### src/rtl/mem_arbiter_if.sv
// Bus bundle between the fetch/data requesters, the arbiter and the shared memory.
// The arbiter uses the slave view; the environment (requesters plus memory) uses master.
interface mem_arbiter_if #(
    parameter int ADDR_WIDTH = 32,
    parameter int DATA_WIDTH = 32
);
    // fetch port
    logic                      i_req_valid;
    logic [ADDR_WIDTH-1:0]     i_req_addr;
    logic                      i_req_ready;
    logic                      i_rsp_valid;
    logic [DATA_WIDTH-1:0]     i_rsp_data;
    // load/store port
    logic                      d_req_valid;
    logic [ADDR_WIDTH-1:0]     d_req_addr;
    logic                      d_req_we;
    logic [DATA_WIDTH-1:0]     d_req_wdata;
    logic [DATA_WIDTH/8-1:0]   d_req_wstrb;
    logic                      d_req_ready;
    logic                      d_rsp_valid;
    logic [DATA_WIDTH-1:0]     d_rsp_data;
    // memory port
    logic                      m_req_valid;
    logic                      m_req_ready;
    logic [ADDR_WIDTH-1:0]     m_addr;
    logic                      m_we;
    logic [DATA_WIDTH-1:0]     m_wdata;
    logic [DATA_WIDTH/8-1:0]   m_wstrb;
    logic                      m_rsp_valid;
    logic [DATA_WIDTH-1:0]     m_rsp_data;

    modport slave (
        input  i_req_valid, i_req_addr,
        output i_req_ready, i_rsp_valid, i_rsp_data,
        input  d_req_valid, d_req_addr, d_req_we, d_req_wdata, d_req_wstrb,
        output d_req_ready, d_rsp_valid, d_rsp_data,
        output m_req_valid, m_addr, m_we, m_wdata, m_wstrb,
        input  m_req_ready, m_rsp_valid, m_rsp_data
    );

    modport master (
        output i_req_valid, i_req_addr,
        input  i_req_ready, i_rsp_valid, i_rsp_data,
        output d_req_valid, d_req_addr, d_req_we, d_req_wdata, d_req_wstrb,
        input  d_req_ready, d_rsp_valid, d_rsp_data,
        input  m_req_valid, m_addr, m_we, m_wdata, m_wstrb,
        output m_req_ready, m_rsp_valid, m_rsp_data
    );
endinterface

### src/rtl/mem_arbiter.sv
// Shares one single-ported memory between the fetch and load/store ports.
// Data has priority; after STARVE_LIMIT data grants with fetch waiting, fetch wins once.
// One transaction in flight at a time: IDLE (arbitrate) -> REQ (present) -> RSP (await).
module mem_arbiter #(
    parameter int STARVE_LIMIT = 4
) (
    input  logic          clk,
    input  logic          rst_n,
    mem_arbiter_if.slave  bus
);
    localparam int CNT_WIDTH = $clog2(STARVE_LIMIT + 1);
    localparam logic [CNT_WIDTH-1:0] CNT_MAX = CNT_WIDTH'(STARVE_LIMIT);

    typedef enum logic [1:0] {IDLE, REQ, RSP} state_t;
    typedef enum logic [1:0] {OWN_NONE, OWN_I, OWN_D} owner_t;

    state_t                 state_q, state_d;
    owner_t                 owner_q;
    logic [CNT_WIDTH-1:0]   starve_cnt;
    logic                   grant_i, grant_d;

    // Next-state, arbitration and handshake outputs.
    always_comb begin
        // NOTE: every signal gets a default before the case so no path leaves one unassigned (no latches).
        state_d         = state_q;
        grant_i         = 1'b0;
        grant_d         = 1'b0;
        bus.m_req_valid = 1'b0;
        bus.i_rsp_valid = 1'b0;
        bus.d_rsp_valid = 1'b0;
        case (state_q)
            IDLE: begin
                grant_d = bus.d_req_valid && (!bus.i_req_valid || starve_cnt != CNT_MAX);
                grant_i = bus.i_req_valid && !grant_d;
                if (grant_i || grant_d) state_d = REQ;
            end
            REQ: begin
                bus.m_req_valid = 1'b1;
                if (bus.m_req_ready) state_d = RSP;
            end
            RSP: begin
                if (bus.m_rsp_valid) begin
                    bus.i_rsp_valid = (owner_q == OWN_I);
                    bus.d_rsp_valid = (owner_q == OWN_D);
                    state_d         = IDLE;
                end
            end
            default: state_d = IDLE;
        endcase
        // Reset overrides a transaction in flight, so nothing may leak out while rst_n is low.
        if (!rst_n) begin
            grant_i         = 1'b0;
            grant_d         = 1'b0;
            bus.m_req_valid = 1'b0;
            bus.i_rsp_valid = 1'b0;
            bus.d_rsp_valid = 1'b0;
        end
        bus.i_req_ready = grant_i;
        bus.d_req_ready = grant_d;
        bus.i_rsp_data  = bus.i_rsp_valid ? bus.m_rsp_data : '0;
        bus.d_rsp_data  = bus.d_rsp_valid ? bus.m_rsp_data : '0;
    end

    // State register.
    always_ff @(posedge clk) begin
        // NOTE: sequential state uses non-blocking assignments so every flop samples pre-edge values.
        if (!rst_n) state_q <= IDLE;
        else        state_q <= state_d;
    end

    // Capture the winning request and maintain the fetch starvation counter.
    always_ff @(posedge clk) begin
        if (!rst_n) begin
            owner_q     <= OWN_NONE;
            starve_cnt  <= '0;
            bus.m_addr  <= '0;
            bus.m_we    <= 1'b0;
            bus.m_wdata <= '0;
            bus.m_wstrb <= '0;
        end else if (grant_d) begin
            owner_q     <= OWN_D;
            bus.m_addr  <= bus.d_req_addr;
            bus.m_we    <= bus.d_req_we;
            bus.m_wdata <= bus.d_req_wdata;
            bus.m_wstrb <= bus.d_req_we ? bus.d_req_wstrb : '0;
            if (bus.i_req_valid && starve_cnt != CNT_MAX) starve_cnt <= starve_cnt + 1'b1;
        end else if (grant_i) begin
            owner_q     <= OWN_I;
            starve_cnt  <= '0;
            bus.m_addr  <= bus.i_req_addr;
            bus.m_we    <= 1'b0;
            bus.m_wdata <= '0;
            bus.m_wstrb <= '0;
        end else if (state_q == RSP && bus.m_rsp_valid) begin
            owner_q     <= OWN_NONE;
        end
    end
endmodule
### src/flat_wrapper.sv
// flat-port wrapper written by rule: the top's interface ports become plain ports
module mem_arbiter_flat 
#(
    parameter int STARVE_LIMIT = 4
)
  (clk, rst_n, bus_i_req_valid, bus_i_req_addr, bus_i_req_ready, bus_i_rsp_valid, bus_i_rsp_data, bus_d_req_valid, bus_d_req_addr, bus_d_req_we, bus_d_req_wdata, bus_d_req_wstrb, bus_d_req_ready, bus_d_rsp_valid, bus_d_rsp_data, bus_m_req_valid, bus_m_addr, bus_m_we, bus_m_wdata, bus_m_wstrb, bus_m_req_ready, bus_m_rsp_valid, bus_m_rsp_data);
  mem_arbiter_if bus_i ();
  input  logic clk;
  input  logic rst_n;
  input wire logic [$bits(bus_i.i_req_valid)-1:0] bus_i_req_valid;
  input wire logic [$bits(bus_i.i_req_addr)-1:0] bus_i_req_addr;
  output wire logic [$bits(bus_i.i_req_ready)-1:0] bus_i_req_ready;
  output wire logic [$bits(bus_i.i_rsp_valid)-1:0] bus_i_rsp_valid;
  output wire logic [$bits(bus_i.i_rsp_data)-1:0] bus_i_rsp_data;
  input wire logic [$bits(bus_i.d_req_valid)-1:0] bus_d_req_valid;
  input wire logic [$bits(bus_i.d_req_addr)-1:0] bus_d_req_addr;
  input wire logic [$bits(bus_i.d_req_we)-1:0] bus_d_req_we;
  input wire logic [$bits(bus_i.d_req_wdata)-1:0] bus_d_req_wdata;
  input wire logic [$bits(bus_i.d_req_wstrb)-1:0] bus_d_req_wstrb;
  output wire logic [$bits(bus_i.d_req_ready)-1:0] bus_d_req_ready;
  output wire logic [$bits(bus_i.d_rsp_valid)-1:0] bus_d_rsp_valid;
  output wire logic [$bits(bus_i.d_rsp_data)-1:0] bus_d_rsp_data;
  output wire logic [$bits(bus_i.m_req_valid)-1:0] bus_m_req_valid;
  output wire logic [$bits(bus_i.m_addr)-1:0] bus_m_addr;
  output wire logic [$bits(bus_i.m_we)-1:0] bus_m_we;
  output wire logic [$bits(bus_i.m_wdata)-1:0] bus_m_wdata;
  output wire logic [$bits(bus_i.m_wstrb)-1:0] bus_m_wstrb;
  input wire logic [$bits(bus_i.m_req_ready)-1:0] bus_m_req_ready;
  input wire logic [$bits(bus_i.m_rsp_valid)-1:0] bus_m_rsp_valid;
  input wire logic [$bits(bus_i.m_rsp_data)-1:0] bus_m_rsp_data;
  assign bus_i.i_req_valid = bus_i_req_valid;
  assign bus_i.i_req_addr = bus_i_req_addr;
  assign bus_i_req_ready = bus_i.i_req_ready;
  assign bus_i_rsp_valid = bus_i.i_rsp_valid;
  assign bus_i_rsp_data = bus_i.i_rsp_data;
  assign bus_i.d_req_valid = bus_d_req_valid;
  assign bus_i.d_req_addr = bus_d_req_addr;
  assign bus_i.d_req_we = bus_d_req_we;
  assign bus_i.d_req_wdata = bus_d_req_wdata;
  assign bus_i.d_req_wstrb = bus_d_req_wstrb;
  assign bus_d_req_ready = bus_i.d_req_ready;
  assign bus_d_rsp_valid = bus_i.d_rsp_valid;
  assign bus_d_rsp_data = bus_i.d_rsp_data;
  assign bus_m_req_valid = bus_i.m_req_valid;
  assign bus_m_addr = bus_i.m_addr;
  assign bus_m_we = bus_i.m_we;
  assign bus_m_wdata = bus_i.m_wdata;
  assign bus_m_wstrb = bus_i.m_wstrb;
  assign bus_i.m_req_ready = bus_m_req_ready;
  assign bus_i.m_rsp_valid = bus_m_rsp_valid;
  assign bus_i.m_rsp_data = bus_m_rsp_data;
  mem_arbiter #(.STARVE_LIMIT(STARVE_LIMIT)) u_core (.clk(clk), .rst_n(rst_n), .bus(bus_i));
endmodule
### config.mk
export PLATFORM = sky130hd
export DESIGN_NAME = mem_arbiter_flat
export DESIGN_NICKNAME = d
export VERILOG_FILES = /design/src/rtl/mem_arbiter_if.sv /design/src/rtl/mem_arbiter.sv /design/src/flat_wrapper.sv
export SDC_FILE = /design/constraint.sdc
export NUM_CORES = 1
export LEC_CHECK = 0
export ABC_AREA = 1
export CORE_AREA = 2 2 108 110
export CTS_BUF_LIST = sky130_fd_sc_hd__clkbuf_8
export CTS_CLUSTER_DIAMETER = 30
export CTS_CLUSTER_SIZE = 12
export DETAILED_ROUTE_END_ITERATION = 8
export DIE_AREA = 0 0 110 112
export DONT_BUFFER_PORTS = 1
export SLEW_MARGIN = 20
export SYNTH_ARGS = -nofsm -noshare
export SYNTH_HDL_FRONTEND = slang
export SYNTH_SLANG_ARGS = --single-unit
### constraint.sdc
create_clock -name clk -period 2 [get_ports clk]
set_input_delay 0.3 -clock clk [delete_from_list [all_inputs] [get_ports clk]]
set_output_delay 0.3 -clock clk [all_outputs]
set_load 0.01 [all_outputs]
==> reports/qor.yml <==
cts_tree: "built"
cp.required_ns: 1.70
grt_max_degree: 72
worstSetupStartpointType: "register"
p_leak_uw: 0.00223
cp_cell_sequence: "inv_1 -> nor2_1 -> nand3_1 -> buf_6 -> nor2_1 -> buf_4"
period_share: 0.933
r2r_slack_ns: 0.34
status: "complete, no violations"
cts_setup_buffers: 0
grt_overflow_total: 0
finClkSkew_ns: 0.0131
finalHoldViolCount: 0
reg2reg_from: "u_core.state_q[0]$_SDFFE_PN0P_"
max_freq_ghz: 0.536
nets: 714
pre_cts_ws_ns: 0.0541
slowest_stage: "dfxtp_1"
vias: 3546
fin_ws_ns: 0.134
nFillCells: 1189
yosysSeqAreaShare: 0.420
drtIter0Drc: 136
maxSlewHeadroom: 0.616
drv_cap: 0
core_area_sq_mm: 0.0112
hp-class: "primary input to register"
end_kind: "output port"
clock_path_buffers: 2
ys_warn_count: 0
period_needed_ns: 1.87
drive_above_1_share: 0.127
powerDensity_mw_per_mm2: 812
clk_latency_ns: 0.34
path_buf_inv: 3
synth-seq-cells: 76
totalWireLength_microns: 11200
start_util: 0.324
area_growth_pct: 14.6
path_max_fanout: 33
antenna_found_initial: 0
ir_worst_vdd_uv: 286
ios: 277
min_path_cells: 1
finalSetupTns_ns: 0
crit_arrival_ns: 1.57
cts.sinks: 76
dp_cells: 705
grt_pass1_vias: 3349
syn_area_sq_mm: 0.00362
cp_top_family: "simple AND/OR/NAND/NOR gates"
antenna_cells: 0
min_from: "bus_m_req_ready"
cts_buffers: 9
htreeDepth: 3
r2r.worst_path.cells: 7
min_to: "u_core.state_q[0]$_SDFFE_PN0P_"
die_h_microns: 112
drcViolationCount: 0
place_congestion: 0.771
p_total_uw: 3370
max_stage_delay_ns: 0.37
avgSynthCellArea_sq_um: 6.48
synth.distinct_cells: 25
tightest_slew_ns: 0.575
critical_path_class: "register to output port"
grt.total_usage: 0.173
grt_pass1_wl_microns: 16400
synth_nets: 699
die_area_sq_mm: 0.0123
io_buffers: 0
avgRoutedWirePerCell_microns: 15.6
drv_slew: 0
drtAntennaViolNets: 0
dieWidth_microns: 110
rsz0062_at_grt: "true"
dp_hpwl_microns: 8560
clkTransAtPathRegs_ns: 0.07
num_rows: 39
vias_per_cell: 4.93
setup_viol: 0
firstDrtPassIters: 4
crit_top_cell: "nor2_1"
synthCells: 558
cts_root_buffer: "clkbuf_8"
worstReg2RegEnd: "u_core.bus.m_addr[1]$_SDFFE_PN0P_"
instances_no_fill: 720
[final cells by class]
cell class	count	area [sq um]	share of cell area
Clock buffer	9	124	0.0299
Sequential cell	76	1520	0.367
Clock inverter	6	81.3	0.0196
Tap cell	143	179	0.0432
Inverter	72	279	0.0673
Timing Repair Buffer	39	309	0.0746
Multi-Input combinational cell	375	1650	0.398
[metal layers]
metal	part of all wire	global-route usage
met4	0.022	0.0785
met2	0.55	0.339
met5	0	0
met1	0.35	0.161
met3	0.075	0.0439
[cell usage after synthesis (all sizes together)]
| master | instances | area, sq um |
|---|---|---|
| nand2 | 176 | 663 |
| nand3 | 104 | 531 |
| dfxtp | 76 | 1520 |
| nor2 | 74 | 295 |
| inv | 71 | 267 |
| buf | 26 | 141 |
| a21oi | 12 | 60.1 |
| clkbuf | 9 | 63.8 |
| ha | 2 | 25.0 |
| o21ai | 2 | 10.0 |
| clkinv | 1 | 3.75 |
| nand4 | 1 | 6.26 |
| o31ai | 1 | 7.51 |
| o41ai | 1 | 8.76 |
| or2 | 1 | 6.26 |
| xor2 | 1 | 8.76 |
[logic make-up after synthesis]
| logic type | synth area share |
|---|---|
| flip-flops | 0.420 |
| AO/OA/AOI/OAI | 0.0239 |
| XOR/XNOR | 0.00242 |
| adder cells (fa/ha/maj) | 0.00691 |
| AND/OR/NAND/NOR | 0.415 |
| buffers and inverters | 0.131 |
[per-stage QoR]
stage	cell area [sq um]	hold slack, ns	utilization
after floorplan	3620	0.400	-
after global placement	3900	0.409	0.349
final	4150	0.0643	0.371
after detailed placement	3900	0.406	0.349
after CTS	4120	0.0349	0.368
after global routing	4150	0.0237	0.371
[repair_timing]
item / 4_1_cts / 5_1_grt
endpoints found under the setup margin: 32 / 70
resized for setup: 5 / 10
hold buffers: 0 / 0
[where the power goes]
group,internal (uW),leakage (uW),switching [uW]
clock,687,0.000106,540
combinational,127,0.00150,249
sequential,1630,0.000622,136
[worst max-delay path by stage]
stage / start / to / slack (ns) / cells after the start
finish: u_core.state_q[1]$_SDFFE_PN0P_ / bus_d_rsp_data[11] / 0.13 / 6
global placement: u_core.state_q[0]$_SDFFE_PN0P_ / u_core.bus.m_addr[13]$_SDFFE_PN0P_ / 0.19 / 7
floorplan: u_core.state_q[1]$_SDFFE_PN0P_ / bus_i_rsp_data[20] / 0.42 / 7
detailed placement: u_core.state_q[0]$_SDFFE_PN0P_ / u_core.bus.m_addr[1]$_SDFFE_PN0P_ / 0.05 / 7
CTS: u_core.state_q[1]$_SDFFE_PN0P_ / bus_i_rsp_data[8] / 0.02 / 6
global route: u_core.state_q[1]$_SDFFE_PN0P_ / bus_i_rsp_data[30] / -0.03 / 6
[cell usage in the layout (no fill, tap or decap), types with 3 or more instances in the layout]
| cell | Yosys | final |
|---|---|---|
| nand2_1 | 175 | 174 |
| nand3_1 | 102 | 102 |
| dfxtp_1 | 76 | 76 |
| inv_1 | 69 | 70 |
| nor2_1 | 71 | 62 |
| buf_4 | 4 | 37 |
| a21oi_1 | 12 | 12 |
| nor2_2 | 1 | 9 |
| clkbuf_8 | 3 | 9 |
| nor2_4 | 2 | 3 |
[state kept, by name (all words and copies together), names as in the netlist]
register / flops
u_core.bus.m_addr: 32
u_core.owner_q: 2
u_core.starve_cnt: 3
u_core.bus.m_wdata: 32
u_core.state_q: 2
u_core.bus.m_wstrb: 4
u_core.bus.m_we: 1
Power figures use the tool's default switching activity.
